## src/rtl/uart_pkg.sv

```systemverilog
// rtl/uart_pkg.sv - shared UART line-format defaults and receiver state encoding
package uart_pkg;

    localparam int UART_CLKS_PER_BIT_DEF = 16;
    localparam int UART_DATA_BITS_DEF    = 8;

    typedef enum logic [1:0] {
        IDLE  = 2'd0,
        START = 2'd1,
        DATA  = 2'd2,
        STOP  = 2'd3
    } uart_state_e;

endpackage

```

## src/rtl/sync_2ff.sv

```systemverilog
// rtl/sync_2ff.sv - generic 1-bit two-flop synchronizer with selectable reset value
module sync_2ff #(
    parameter logic RESET_VAL = 1'b0
) (
    input  logic clk,
    input  logic reset_n,
    input  logic d,
    output logic q
);

    logic meta;

    // Two back-to-back flops give the first one a full cycle to settle.
    always_ff @(posedge clk or negedge reset_n) begin
        if (!reset_n) begin
            meta <= RESET_VAL;
            q    <= RESET_VAL;
        end else begin
            meta <= d;
            q    <= meta;
        end
    end

endmodule

```

## src/rtl/uart_rx.sv

```systemverilog
// rtl/uart_rx.sv - 8N1-style serial receiver with valid/ready byte output
module uart_rx
    import uart_pkg::*;
#(
    parameter int CLKS_PER_BIT = UART_CLKS_PER_BIT_DEF,
    parameter int DATA_BITS    = UART_DATA_BITS_DEF
) (
    input  logic                 clk,
    input  logic                 reset_n,
    input  logic                 rxd,
    output logic [DATA_BITS-1:0] rx_data,
    output logic                 rx_valid,
    input  logic                 rx_ready,
    output logic                 frame_err,
    output logic                 overrun
);

    localparam int CW = $clog2(CLKS_PER_BIT);
    localparam int IW = $clog2(DATA_BITS + 1);
    localparam logic [CW-1:0] HALF_M1  = CW'(CLKS_PER_BIT / 2 - 1);
    localparam logic [CW-1:0] FULL_M1  = CW'(CLKS_PER_BIT - 1);
    localparam logic [IW-1:0] LAST_IDX = IW'(DATA_BITS - 1);

    logic rxd_s;
    logic rxd_s_d;

    uart_state_e          state_q, state_d;
    logic [CW-1:0]        cnt_q, cnt_d;
    logic [IW-1:0]        idx_q, idx_d;
    logic [DATA_BITS-1:0] shift_q, shift_d;
    logic [DATA_BITS-1:0] data_d;
    logic                 valid_d;
    logic                 ferr_d;
    logic                 ovr_d;

    // Idle-high line, so the synchronizer resets to 1 to avoid a fake start edge.
    sync_2ff #(.RESET_VAL(1'b1)) u_sync (
        .clk     (clk),
        .reset_n (reset_n),
        .d       (rxd),
        .q       (rxd_s)
    );

    // Delayed copy of the synchronized line for falling-edge detection.
    always_ff @(posedge clk or negedge reset_n) begin
        if (!reset_n) rxd_s_d <= 1'b1;
        else          rxd_s_d <= rxd_s;
    end

    // State, counters, shift register and registered outputs.
    always_ff @(posedge clk or negedge reset_n) begin
        if (!reset_n) begin
            state_q   <= IDLE;
            cnt_q     <= '0;
            idx_q     <= '0;
            shift_q   <= '0;
            rx_data   <= '0;
            rx_valid  <= 1'b0;
            frame_err <= 1'b0;
            overrun   <= 1'b0;
        end else begin
            state_q   <= state_d;
            cnt_q     <= cnt_d;
            idx_q     <= idx_d;
            shift_q   <= shift_d;
            rx_data   <= data_d;
            rx_valid  <= valid_d;
            frame_err <= ferr_d;
            overrun   <= ovr_d;
        end
    end

    // Frame sequencing: mid-bit sampling and holding-register update at the stop sample.
    always_comb begin
        state_d = state_q;
        cnt_d   = cnt_q + CW'(1);
        idx_d   = idx_q;
        shift_d = shift_q;
        data_d  = rx_data;
        valid_d = rx_valid && !rx_ready;
        ferr_d  = 1'b0;
        ovr_d   = 1'b0;
        case (state_q)
            IDLE: begin
                cnt_d = '0;
                // Requiring a high-to-low transition keeps a held-low break from retriggering.
                if (rxd_s_d && !rxd_s) state_d = START;
            end
            START: begin
                if (cnt_q == HALF_M1) begin
                    cnt_d   = '0;
                    idx_d   = '0;
                    state_d = rxd_s ? IDLE : DATA;
                end
            end
            DATA: begin
                if (cnt_q == FULL_M1) begin
                    cnt_d   = '0;
                    shift_d = {rxd_s, shift_q[DATA_BITS-1:1]};
                    idx_d   = idx_q + IW'(1);
                    if (idx_q == LAST_IDX) state_d = STOP;
                end
            end
            STOP: begin
                if (cnt_q == FULL_M1) begin
                    cnt_d   = '0;
                    state_d = IDLE;
                    if (!rxd_s) begin
                        ferr_d = 1'b1;
                    end else if (rx_valid && !rx_ready) begin
                        ovr_d = 1'b1;
                    end else begin
                        // Also covers a transfer in this same cycle: valid stays high with new data.
                        data_d  = shift_q;
                        valid_d = 1'b1;
                    end
                end
            end
            default: state_d = IDLE;
        endcase
    end

endmodule

```

## config.mk

```make
export PLATFORM = sky130hd
export DESIGN_NAME = uart_rx
export DESIGN_NICKNAME = d
export VERILOG_FILES = /design/src/rtl/uart_pkg.sv /design/src/rtl/sync_2ff.sv /design/src/rtl/uart_rx.sv
export SDC_FILE = /design/constraint.sdc
export NUM_CORES = 1
export LEC_CHECK = 0
export CAP_MARGIN = 20
export CORE_ASPECT_RATIO = 0.9
export CORE_MARGIN = 2
export CORE_UTILIZATION = 54
export DETAILED_ROUTE_END_ITERATION = 16
export PLACE_DENSITY = 0.77
export SYNTH_ARGS = -nofsm -noshare
export SYNTH_HDL_FRONTEND = slang
export SYNTH_SLANG_ARGS = --single-unit
```

## constraint.sdc

```tcl
create_clock -name clk -period 2.32 [get_ports clk]
set_input_delay 0.464 -clock clk [delete_from_list [all_inputs] [get_ports clk]]
set_output_delay 0.464 -clock clk [all_outputs]
set_load 0.03 [all_outputs]
```

==> summary.md <==
| Metric | Value |
|---|---|
| Hold Path Stages | 0 |
| TritonCTS clock tree | done |
| CTS Sinks | 32 |
| Initial antenna violation count | 0 |
| Core area | 2470 um2 |
| CP startpoint kind | flip-flop |
| Cell taking the most area after synthesis | dfrtp_1 |
| Number of port buffers | 14 |
| Crit path depth | 4 |
| RSZ-0062 raised after global routing | no |
| Slowest stage cell, crit path | dfrtp_1 |
| Vias per cell | 5.87 |
| CTS hold repair buffers | 0 |
| Clock buffer depth | 2 |
| Layout cell share with drive strength beyond 1 | 0.250 |
| Detail Route Antenna Nets | 0 |
| Family with the most delay on the worst path | simple AND/OR/NAND/NOR gates |
| R2R cell count | 4 |
| Status | finished clean |
| Mapped Cells | 108 |
| 1st-pass router iterations | 4 |
| DR WL/cell | about 16 um |
| Worst EP required | ~2500 ps |
| Worst-Skew Late Latency | 330 ps |
| Crit path launch | cnt_q[0] |
| Fin. Hold Viols | 0 |
| Die W | roughly 58 um |
| Via Count | approximately 890 |
| Arr. time, crit path | 2150 ps |
| Worst reg2reg setup slack | 390 ps |
| Die area | slightly above 3000 um2 |
| Final wirelength | 2.42 mm |
| Post-Syn Nets | 114 |
| Post-Layout Cell Count | about 150 |
| Yosys reg bits | 32 |
| DP Wirelength | between 1.5 and 2 mm |
| Cell area after synthesis | between 1000 and 1500 um2 |
| Num rows | 17 |
| Post-synth top cells | dfrtp_1, mux2_2, mux2_4, nor2_1 |
| Simple-Gate Fraction of Synth Area | 0.121 |
| R2r endpoint | shift_q[4] |
| I/O pin count | 15 |
| First-pass GRT wire length | 4.20 mm |
| Congestion Overflow GR | 0 |
| PostCTS Resize Cnt | 0 |
| Final setup violation count | 0 |
| Cells along the critical path | ha_1 > and4_1 > nor2b_4 > mux2_4 |
| Clock Skew | 13.4 ps |
| Main synth FF type | dfrtp_1 |
| Die Y | 52.6 um |
| GRT Total Usage | 0.192 |
| Max-cap viol count | 0 |
| Area contributors post-synth | dfrtp_1, mux2_4, mux2_2 |
| Hold Path Origin | u_sync.meta |
| Synth warnings | 0 |
| Register area share after synthesis | 0.568 |
| # Post-CTS Setup Buffers | 0 |
| Largest stage delay, worst path | 400 ps |
| Multi-input gate area in the final layout | 552 um2 |
| DRC viols | 0 |
| Synth cell types | 30 |
| Starting utilization of the core area | 0.575 |
| DR iter-0 viols | 14 |
| Endpoint class of the critical path | flip-flop |
| FF/Latch Area | 805 um2 |
| Mux cell area share after synthesis | 0.148 |
| Period minus WS final | 1930 ps |
| FFs w/ async S/R, synth | 1.00 |
| Post-synthesis xor/xnor area fraction | 0.00618 |
| Power Total | 0.00130 W |
| Worst hold path type | flip-flop to flip-flop |
| Setup TNS Final | 0 ps |
| DP Cell Count | 144 |
| Number of nets in the layout | 129 |
| # diodes | 0 |
| Post-synthesis adder-cell area fraction | 0.0177 |
| Largest family of logic cells by synthesized area | multiplexers |
| Hold Path End | u_sync.q |
| Largest net degree at the start of global routing | 33 |
| Count leader, synth | dfrtp_1 |
| RePlAce Congestion | 0.789 |
| Pwr per Cell Area | 806 nW/um2 |
| Avg Cell Area, Syn | 13.1 um2 |
| Max VDD drop | 0.000825 V |
| Num CTS Buffers | 5 |
| Max Slew Vio Count | 0 |
| Clock Tree Root | clkbuf_4 |
| Buf/Inv on CP | 0 |
| Clk slew on worst S/H paths | ~100 ps |
| Area grow syn2layout | 13.9% |
| Fmax | a little over 500 MHz |
| Layout fillers | 179 |
| CP max FO | 9 |
| Tcrit/Tclk final | 0.834 |
| H-tree lvl count | 2 |
| Area fraction in compound gates after synthesis | 0.0962 |
| Vias in the first global route | ~900 |
| CP Class | flip-flop to flip-flop |
| Top cell type's share of synthesized area | 0.512 |
| Normalized max-slew margin | 0.671 |
| Worst R2R Start | cnt_q[0] |
| Pleak | 0.733 nW |
| EDFF count, synth | 0 |
| Worst slew pin tran | 493 ps |
## per-layer routing
metal	vias up	GRT usage	wire length [um]
li1	421	-	-
met4	0	0.0814	35
met1	443	0.247	1120
met3	4	0.0444	83
met5	-	0	0
met2	24	0.313	1180
## worst max path at each step
stage	to	slack, ps
finish	shift_q[4]	390
global route	shift_q[4]	260
floorplan	shift_q[0]	590
CTS	shift_q[4]	390
global placement	shift_q[4]	490
detailed placement	shift_q[0]	400
## worst reg2reg max path, delay by kind of cell, from the launching register on
kind,cells,cell delay [ps]
AND/OR/NAND/NOR,2,780
multiplexers,1,340
flip-flops,1,400
adder cells (fa/ha/maj),1,320
## registers in the layout, summed over array words and instances (netlist names), named ones only
| register | flops |
|---|---|
| u_sync.meta | 1 |
| overrun | 1 |
| frame_err | 1 |
| rx_data | 8 |
| shift_q | 8 |
| cnt_q | 4 |
| state_q | 1 |
| u_sync.q | 1 |
| rx_valid | 1 |
| rxd_s_d | 1 |
| idx_q | 4 |
## cell usage in the layout, fill, tap and decap left out, types with 2 or more instances in the layout
cell type | Yosys | layout
dfstp_2 | 3 | 3
nor2b_1 | 3 | 3
buf_4 | 0 | 2
clkinv_2 | 0 | 2
and4_1 | 2 | 2
a311oi_1 | 4 | 4
clkbuf_4 | 0 | 5
ha_1 | 2 | 2
mux2_4 | 8 | 8
nand2b_1 | 2 | 2
o21ai_0 | 2 | 2
and4b_1 | 2 | 2
a21oi_1 | 5 | 5
mux2_2 | 8 | 8
nor2_1 | 8 | 8
clkdlybuf4s50_1 | 0 | 14
inv_1 | 3 | 3
a211oi_1 | 2 | 2
dfrtp_1 | 29 | 29
nand3_1 | 2 | 2
nand2_1 | 5 | 5
## power breakdown
part	switching (W)	internal, W
combinational	0.000147	0.000132
sequential	0.0000933	0.000618
clock	0.000195	0.000116
total	0.000435	0.000866
## stage by stage
step           cell area [um2]  hold slack, ps  setup slack [ps]   util
3_5_place_dp              1560             351               405  0.631
4_1_cts                   1610             365               392  0.654
2_1_floorplan             1420             168               593      -
6_report                  1610             365               385  0.654
5_1_grt                   1610             375               255  0.654
3_3_place_gp              1560             348               489  0.631
## cells by family after synthesis
kind of cell    Yosys count
compound gates           19
xor+xnor                  1
fa+ha+maj                 2
buf+inv                  11
flops                    32
mux                      16
simple gates             27
## layout make-up
class / instances / share of cell area
Inverter: 3 / 0.00698
Tap cell: 28 / 0.0217
Clock inverter: 3 / 0.0116
Multi-Input combinational cell: 65 / 0.342
Clock buffer: 5 / 0.0233
Sequential cell: 32 / 0.498
Timing Repair Buffer: 16 / 0.0961
Note: power is estimated with default switching activity, not from simulation.
